File: config.mk
export PLATFORM = sky130hd
export DESIGN_NAME = alu_serial_seq
export DESIGN_NICKNAME = d
export VERILOG_FILES = /design/src/rtl/alu_seq_pkg.sv /design/src/rtl/alu_serial_seq.sv
export SDC_FILE = /design/constraint.sdc
export NUM_CORES = 1
export LEC_CHECK = 0
export ABC_CLOCK_PERIOD_IN_PS = 2000
export CORE_AREA = 2 2 65 67
export DETAILED_ROUTE_END_ITERATION = 7
export DIE_AREA = 0 0 67 69
export GPL_ROUTABILITY_DRIVEN = 0
export PLACE_DENSITY = 0.8
export SYNTH_ARGS = -nofsm -noshare
export SYNTH_HDL_FRONTEND = slang
export SYNTH_SLANG_ARGS = --single-unit
File: constraint.sdc
create_clock -name clk -period 2 [get_ports clk]
set_input_delay 0.2 -clock clk [delete_from_list [all_inputs] [get_ports clk]]
set_output_delay 0.2 -clock clk [all_outputs]
set_load 0.02 [all_outputs]
File: src/rtl/alu_seq_pkg.sv
// Shared definitions for the bit-serial ALU sequencer: FSM states,
// default operand width and the slice operation encodings.
package alu_seq_pkg;

  localparam int DEFAULT_WIDTH = 8;

  typedef enum logic [1:0] {
    IDLE = 2'd0,
    RUN  = 2'd1,
    DONE = 2'd2
  } state_t;

  // mode = 0 (arithmetic); SUB is a + ~b + cin, so cin_init=1 gives a - b
  localparam logic [2:0] OP_ADD = 3'b000;
  localparam logic [2:0] OP_SUB = 3'b001;

  // mode = 1 (logic); the slice reports cout = 0 for these
  localparam logic [2:0] OP_AND = 3'b000;
  localparam logic [2:0] OP_OR  = 3'b001;
  localparam logic [2:0] OP_XOR = 3'b010;

endpackage

File: src/rtl/alu_serial_seq.sv
// Bit-serial ALU sequencer: feeds an external 1-bit ALU slice LSB first,
// ripples its carry through a register and assembles the result word.
//
// state | meaning
// IDLE  | waiting for start; y/carry_out hold the last result
// RUN   | WIDTH cycles, one operand bit per cycle through the slice
// DONE  | one cycle, done pulse, y/carry_out just updated
module alu_serial_seq
  import alu_seq_pkg::*;
#(
  parameter int WIDTH = DEFAULT_WIDTH
) (
  input  logic             clk,
  input  logic             rst_n,
  input  logic             start,
  input  logic [WIDTH-1:0] a,
  input  logic [WIDTH-1:0] b,
  input  logic [2:0]       opsel,
  input  logic             mode,
  input  logic             cin_init,
  output logic             busy,
  output logic             done,
  output logic [WIDTH-1:0] y,
  output logic             carry_out,
  output logic             slice_op1,
  output logic             slice_op2,
  output logic             slice_cin,
  output logic [2:0]       slice_opsel,
  output logic             slice_mode,
  input  logic             slice_result,
  input  logic             slice_cout
);

  localparam int CW = (WIDTH > 1) ? $clog2(WIDTH) : 1;
  localparam logic [CW-1:0] LAST_BIT = CW'(WIDTH - 1);

  state_t           state;
  logic [WIDTH-1:0] a_q;
  logic [WIDTH-1:0] b_q;
  logic [WIDTH-1:0] sh_q;
  logic [2:0]       opsel_q;
  logic             mode_q;
  logic             carry_q;
  logic [CW-1:0]    cnt_q;
  logic [WIDTH-1:0] sh_next;

  // Result enters at the MSB and moves right, so after WIDTH shifts
  // bit i holds the slice result of cycle i.
  assign sh_next = {slice_result, sh_q[WIDTH-1:1]};

  always_ff @(posedge clk or negedge rst_n) begin
    if (!rst_n) begin
      state     <= IDLE;
      busy      <= 1'b0;
      done      <= 1'b0;
      y         <= '0;
      carry_out <= 1'b0;
      a_q       <= '0;
      b_q       <= '0;
      sh_q      <= '0;
      opsel_q   <= '0;
      mode_q    <= 1'b0;
      carry_q   <= 1'b0;
      cnt_q     <= '0;
    end else begin
      done <= 1'b0;
      case (state)
        IDLE: begin
          if (start) begin
            a_q     <= a;
            b_q     <= b;
            opsel_q <= opsel;
            mode_q  <= mode;
            carry_q <= cin_init;
            cnt_q   <= '0;
            sh_q    <= '0;
            busy    <= 1'b1;
            state   <= RUN;
          end
        end
        RUN: begin
          sh_q    <= sh_next;
          carry_q <= slice_cout;
          // terminal-count compare keeps the counter from ever wrapping
          if (cnt_q == LAST_BIT) begin
            y         <= sh_next;
            carry_out <= slice_cout;
            done      <= 1'b1;
            state     <= DONE;
          end else begin
            cnt_q <= cnt_q + 1'b1;
          end
        end
        DONE: begin
          busy  <= 1'b0;
          state <= IDLE;
        end
        default: begin
          busy  <= 1'b0;
          state <= IDLE;
        end
      endcase
    end
  end

  assign slice_op1   = (state == RUN) & a_q[cnt_q];
  assign slice_op2   = (state == RUN) & b_q[cnt_q];
  assign slice_cin   = (state == RUN) & carry_q;
  assign slice_opsel = opsel_q;
  assign slice_mode  = mode_q;

endmodule

Word-level counts from Yosys, hierarchy flattened
Cells that the tools add are included.
Storage, ports and cells
  flip-flop bits (word level): 45
  input bits: 26
  output and inout bits: 18
  logic and storage cells: 49
Operators by class
  $add $sub $neg: 1
  $lt $le $gt $ge: 1
  eq/ne operators: 5
  mux-type cells: 18
  bitwise logic cells: 4
  reduce and logical (&&, ||, !) cells: 8
Operators with widths (count)
  one-hot mux 8 bit (2 select lines): 1
  AND reduction 2 bit: 5
  two-way mux 8 bit: 1
  binary-select mux 1 bit (select 3 bit): 2
  two-way mux 1 bit: 6
  two-way mux 3 bit: 2
  != test 2 bit, second input constant: 3
  one-hot mux 3 bit (2 select lines): 1
  < comparator 3 x 4 -> 1 bit, second input constant: 1
  two-way mux 2 bit: 2
  one-hot mux 1 bit (2 select lines): 2
  one-hot mux 2 bit (2 select lines): 1
  adder 3 x 1 -> 3 bit, second input constant: 1
  AND 1 bit: 3
  equality test 3 bit, second input constant: 1
  AND reduction 3 bit: 1
  equality test 2 x 1 -> 1 bit, second input constant: 1
  zero test 2 bit: 1
  nonzero test 2 bit: 1
  NOT 1 bit: 1

Longest topological paths before layout
  depth in word-level cells: 3
  depth in mapped cells: 5

Worst setup path before layout
Ideal clock, no wire load.
  path type: register to register
  start: register cnt_q[0]
  end: register cnt_q[0]
  arrival: 1.465 ns
  setup slack: 0.411 ns
  cell stages (with the launch flop): 6
  period minus slack after synthesis: 1.589 ns
  cells stage by stage: dfrtp_1 > ha_1 > ha_1 > nor3b_2 > nor2_2 > mux2_2
Between the ends
  longest elaborated chain between the ends: 3
  elaborated cells on any way between the ends: 6
  classes of those cells: add/sub: 1; eq/ne: 2; mux: 2; reduce/logical: 1
Ends and longest elaborated chain
  start, declared: line alu_serial_seq.sv:44  | logic [CW-1:0] cnt_q;
  start signal, assigned: line alu_serial_seq.sv:91  | cnt_q <= cnt_q + 1'b1;
  adder 3 x 1 -> 3 bit or equality test 3 bit (tied branches): line alu_serial_seq.sv:91, alu_serial_seq.sv:85
  two-way mux 3 bit or != test 2 bit (tied branches)
  one-hot mux 3 bit (2 select lines) or AND reduction 3 bit (tied branches)
Several ways; a longest one is shown, not always the timed one. The select of a mux whose other input is x is not followed.
A chain may end at the register's enable or synchronous reset.

Worst setup path in the final report
  start: register cnt_q[1]
  end: output slice_op2
Between the ends
  longest elaborated chain between the ends: 3
Ends and longest elaborated chain
  binary-select mux 1 bit (select 3 bit): line alu_serial_seq.sv:107  | assign slice_op2 = (state == RUN) & b_q[cnt_q];
  two-way mux 1 bit (not written as such): line alu_serial_seq.sv:107
  AND 1 bit: line alu_serial_seq.sv:107
  end, declared: line alu_serial_seq.sv:26  | output logic slice_op2,
No other way between the ends. The select of a mux whose other input is x is not followed.

==> impl_metrics.env <==
export IMPL_grt_pass1_wl_um=5800
export IMPL_syn_mean_instance_area_sq_um=14.4
export IMPL_setup_violations=0
export IMPL_drt_iter0_drc=48
export IMPL_finalWirelength_um=3390
export IMPL_synth_mux_area_share_pct=24.5
export IMPL_num_io_pins=44
export IMPL_fillers=332
export IMPL_start_util_pct=47.5
export IMPL_yosys_area_share_simple_pct=7.54
export IMPL_die_width_um=67
export IMPL_synthAdderAreaFrac_pct=1.35
export IMPL_p_seq_share_pct=40.2
export IMPL_synth_compound_area_share_pct=3.77
export IMPL_hold_class="in2async"
export IMPL_async_flop_share_pct=100
export IMPL_slew_headroom_pct=69.8
export IMPL_fin_tns_setup_ps=0
export IMPL_synth_edf_count=0
export IMPL_numCtsBuffers=5
export IMPL_clk_path_buf_depth=2
export IMPL_grt_util_all_layers_pct=16.9
export IMPL_hold_viol=0
export IMPL_ys_warn_count=0
export IMPL_outcome="complete, no violations"
export IMPL_power_density_nw_per_um2=1610
export IMPL_ys_ff_latch=44
export IMPL_rsz0062_at_grt="false"
export IMPL_drc=0
export IMPL_irDropWorstVdd_uv=869
export IMPL_globalRouteOverflowTotal=0
export IMPL_swShare_pct=33.5
export IMPL_clock_power_share_pct=16.5
export IMPL_clock_latency_ps=300
export IMPL_ys_seq_area_share_pct=59.3
export IMPL_period_needed_ps=1890
export IMPL_worstPathCellList="buf_4 > mux4_2 > mux2i_1 > nor2_1 > clkbuf_2"
export IMPL_p_total_mw=3.98
export IMPL_fmax_mhz=530
export IMPL_nNetsFinal=209
export IMPL_p_int_mw=2.65
export IMPL_place_hpwl_um=2530
export IMPL_worstMarginPinSlew_ps=452
export IMPL_routed_wl_met2_um=1710
export IMPL_ys_types=23
export IMPL_die_h_um=69
export IMPL_critPathArrivalTime_ps=1690
export IMPL_grt_antenna_before_repair=0
export IMPL_cp_end_kind="output port"
export IMPL_crit_slowest_cell="mux4_2"
export IMPL_synth_area_sq_um=1860
export IMPL_num_rows=23
export IMPL_clk_pin_slew_ps=80
export IMPL_cp_max_fo=5
export IMPL_critPathKind="reg2out"
export IMPL_htree_levels=2
export IMPL_tritoncts="yes"
export IMPL_worstPathRequired_ps=1800
export IMPL_drtPass1Iterations=3
export IMPL_cpPeakStageDelay_ps=480
export IMPL_numPortBuffers=43
export IMPL_cts_sinks=44
export IMPL_worst_setup_path_start_kind="register"
export IMPL_core_sq_um=3910
export IMPL_die_area_sq_um=4620
export IMPL_skew_ps=3.94
export IMPL_p_leak_nw=1.08
export IMPL_hold_worst_slack_ps=375
export IMPL_vias_per_cell=5.03
export IMPL_drt_wirelength_per_cell_um=14.6
export IMPL_dominantRegCellSynth="dfrtp_1"
export IMPL_grt_pass1_vias=1265
export IMPL_area_delta_synth_final_pct=33.0
export IMPL_final_max_slew_viol_count=0
export IMPL_via_count=1166
export IMPL_antenna_left=0
export IMPL_top_layer_used="met4"
export IMPL_root_buffer="clkbuf_8"
export IMPL_period_share_pct=94.3
export IMPL_p_sw_mw=1.33
export IMPL_synth_xor_area_share_pct=0
export IMPL_synth_top_family_by_area="multiplexers"
export IMPL_drive_gt1_share_pct=31.3
export IMPL_wl_met1_um=1460
export IMPL_p_comb_share_pct=43.3
export IMPL_synthesis_nets=157
export IMPL_maxCapViolCount=0
export IMPL_diodes=0
export IMPL_syn_inst=129
export IMPL_grt_start_max_net_pins=25
export IMPL_wl_met3_um=176
==> power by group through the flow <==
stage	Sequential [mW]	Clock [mW]	Combinational [mW]
after floorplan	1.68	0	1.01
after global placement	1.58	0	1.70
after detailed placement	1.63	0	1.77
after CTS	1.61	0.683	1.76
after global routing	1.66	0.725	1.88
final	1.60	0.658	1.73
==> final timing paths <==
| path | slack, ps | to | cells past startpoint | from |
|---|---|---|---|---|
| worst min register to register | 500 | a_q[3] | 1 | a_q[3] |
| min in group clk | 500 | sh_q[7] | 3 | slice_result |
| worst max-delay path | 110 | slice_op2 | 5 | cnt_q[1] |
| worst min-delay path | 370 | sh_q[2] | 2 | rst_n |
| worst max register to register | 180 | cnt_q[0] | 6 | cnt_q[1] |
| max in group asynchronous | 940 | cnt_q[1] | 3 | rst_n |
==> metal layers <==
metal	vias up	track usage, %
met5	-	0
met3	5	6.04
li1	552	-
met4	0	5.22
met2	41	26.2
met1	568	22.2
==> area by class of cell <==
type / instances / area [sq um] / share of cell area, %
clock inverter: 2 / 35.0 / 1.42
timing repair buffer: 51 / 490 / 19.8
tap: 50 / 62.6 / 2.53
inverter: 4 / 15.0 / 0.608
multi-input combinational: 75 / 693 / 28.1
clock buffer: 6 / 72.6 / 2.94
sequential: 44 / 1100 / 44.6
==> critical path: cells and delay by family (launching register included) <==
family	cells	cell delay, ps
buf+inv	2	290
flops	1	420
mux	2	620
simple gates	1	60
==> cells in the mapped netlist, drive strengths merged, types with 2 or more instances <==
cell / n / area share, %
a22o: 2 / 0.94
buf: 6 / 2.8
dfrtp: 44 / 59
ha: 2 / 1.3
inv: 4 / 0.81
mux2: 30 / 18
mux2i: 2 / 1.1
mux4: 4 / 5.3
nand2: 16 / 4.1
nor2: 4 / 0.94
nor3b: 2 / 1.3
o21ai: 8 / 2.2
==> metrics by stage <==
stage / cell area [sq um] / cells / utilization (%) / worst slack, ps
floorplan: 1860 / 129 / - / 411
global placement: 2360 / 222 / 60.3 / 36.9
detailed placement: 2360 / 222 / 60.3 / 12.1
CTS: 2480 / 231 / 63.3 / 8.82
global route: 2470 / 232 / 63.1 / 6.70
finish: 2470 / 232 / 63.1 / 113
==> state kept, by name, indices dropped and copies added (netlist names), 2 cells and up <==
signal       count
cnt_q            3
b_q              8
y                8
slice_opsel      3
a_q              8
state            2
sh_q             7
==> timing repair <==
item / CTS / global route
hold buffers: 1 / 0
hold endpoints to repair: 20 / 0
endpoints found under the setup margin: 2 / 2
gates cloned: 0 / 0
resized for setup: 5 / 4
setup buffers: 0 / 1
==> layout by cell type, fill, tap and decap left out, drive strengths merged, types with 2 or more instances in the layout <==
cell           netlist  final
nor3b                2      2
buf                  6      9
mux2i                2      2
nor2                 4      4
inv                  4      4
clkbuf               0      7
clkdlybuf4s50        0     40
nand2               16     16
mux2                30     30
a22o                 2      2
o21ai                8      8
dfrtp               44     44
ha                   2      2
mux4                 4      4
==> cell families after synthesis <==
logic type / Yosys count
flip-flops: 44
adder cells (fa/ha/maj): 2
AO/OA/AOI/OAI: 12
buffers and inverters: 10
AND/OR/NAND/NOR: 25
multiplexers: 36
Note: power is estimated with default switching activity, not from simulation.
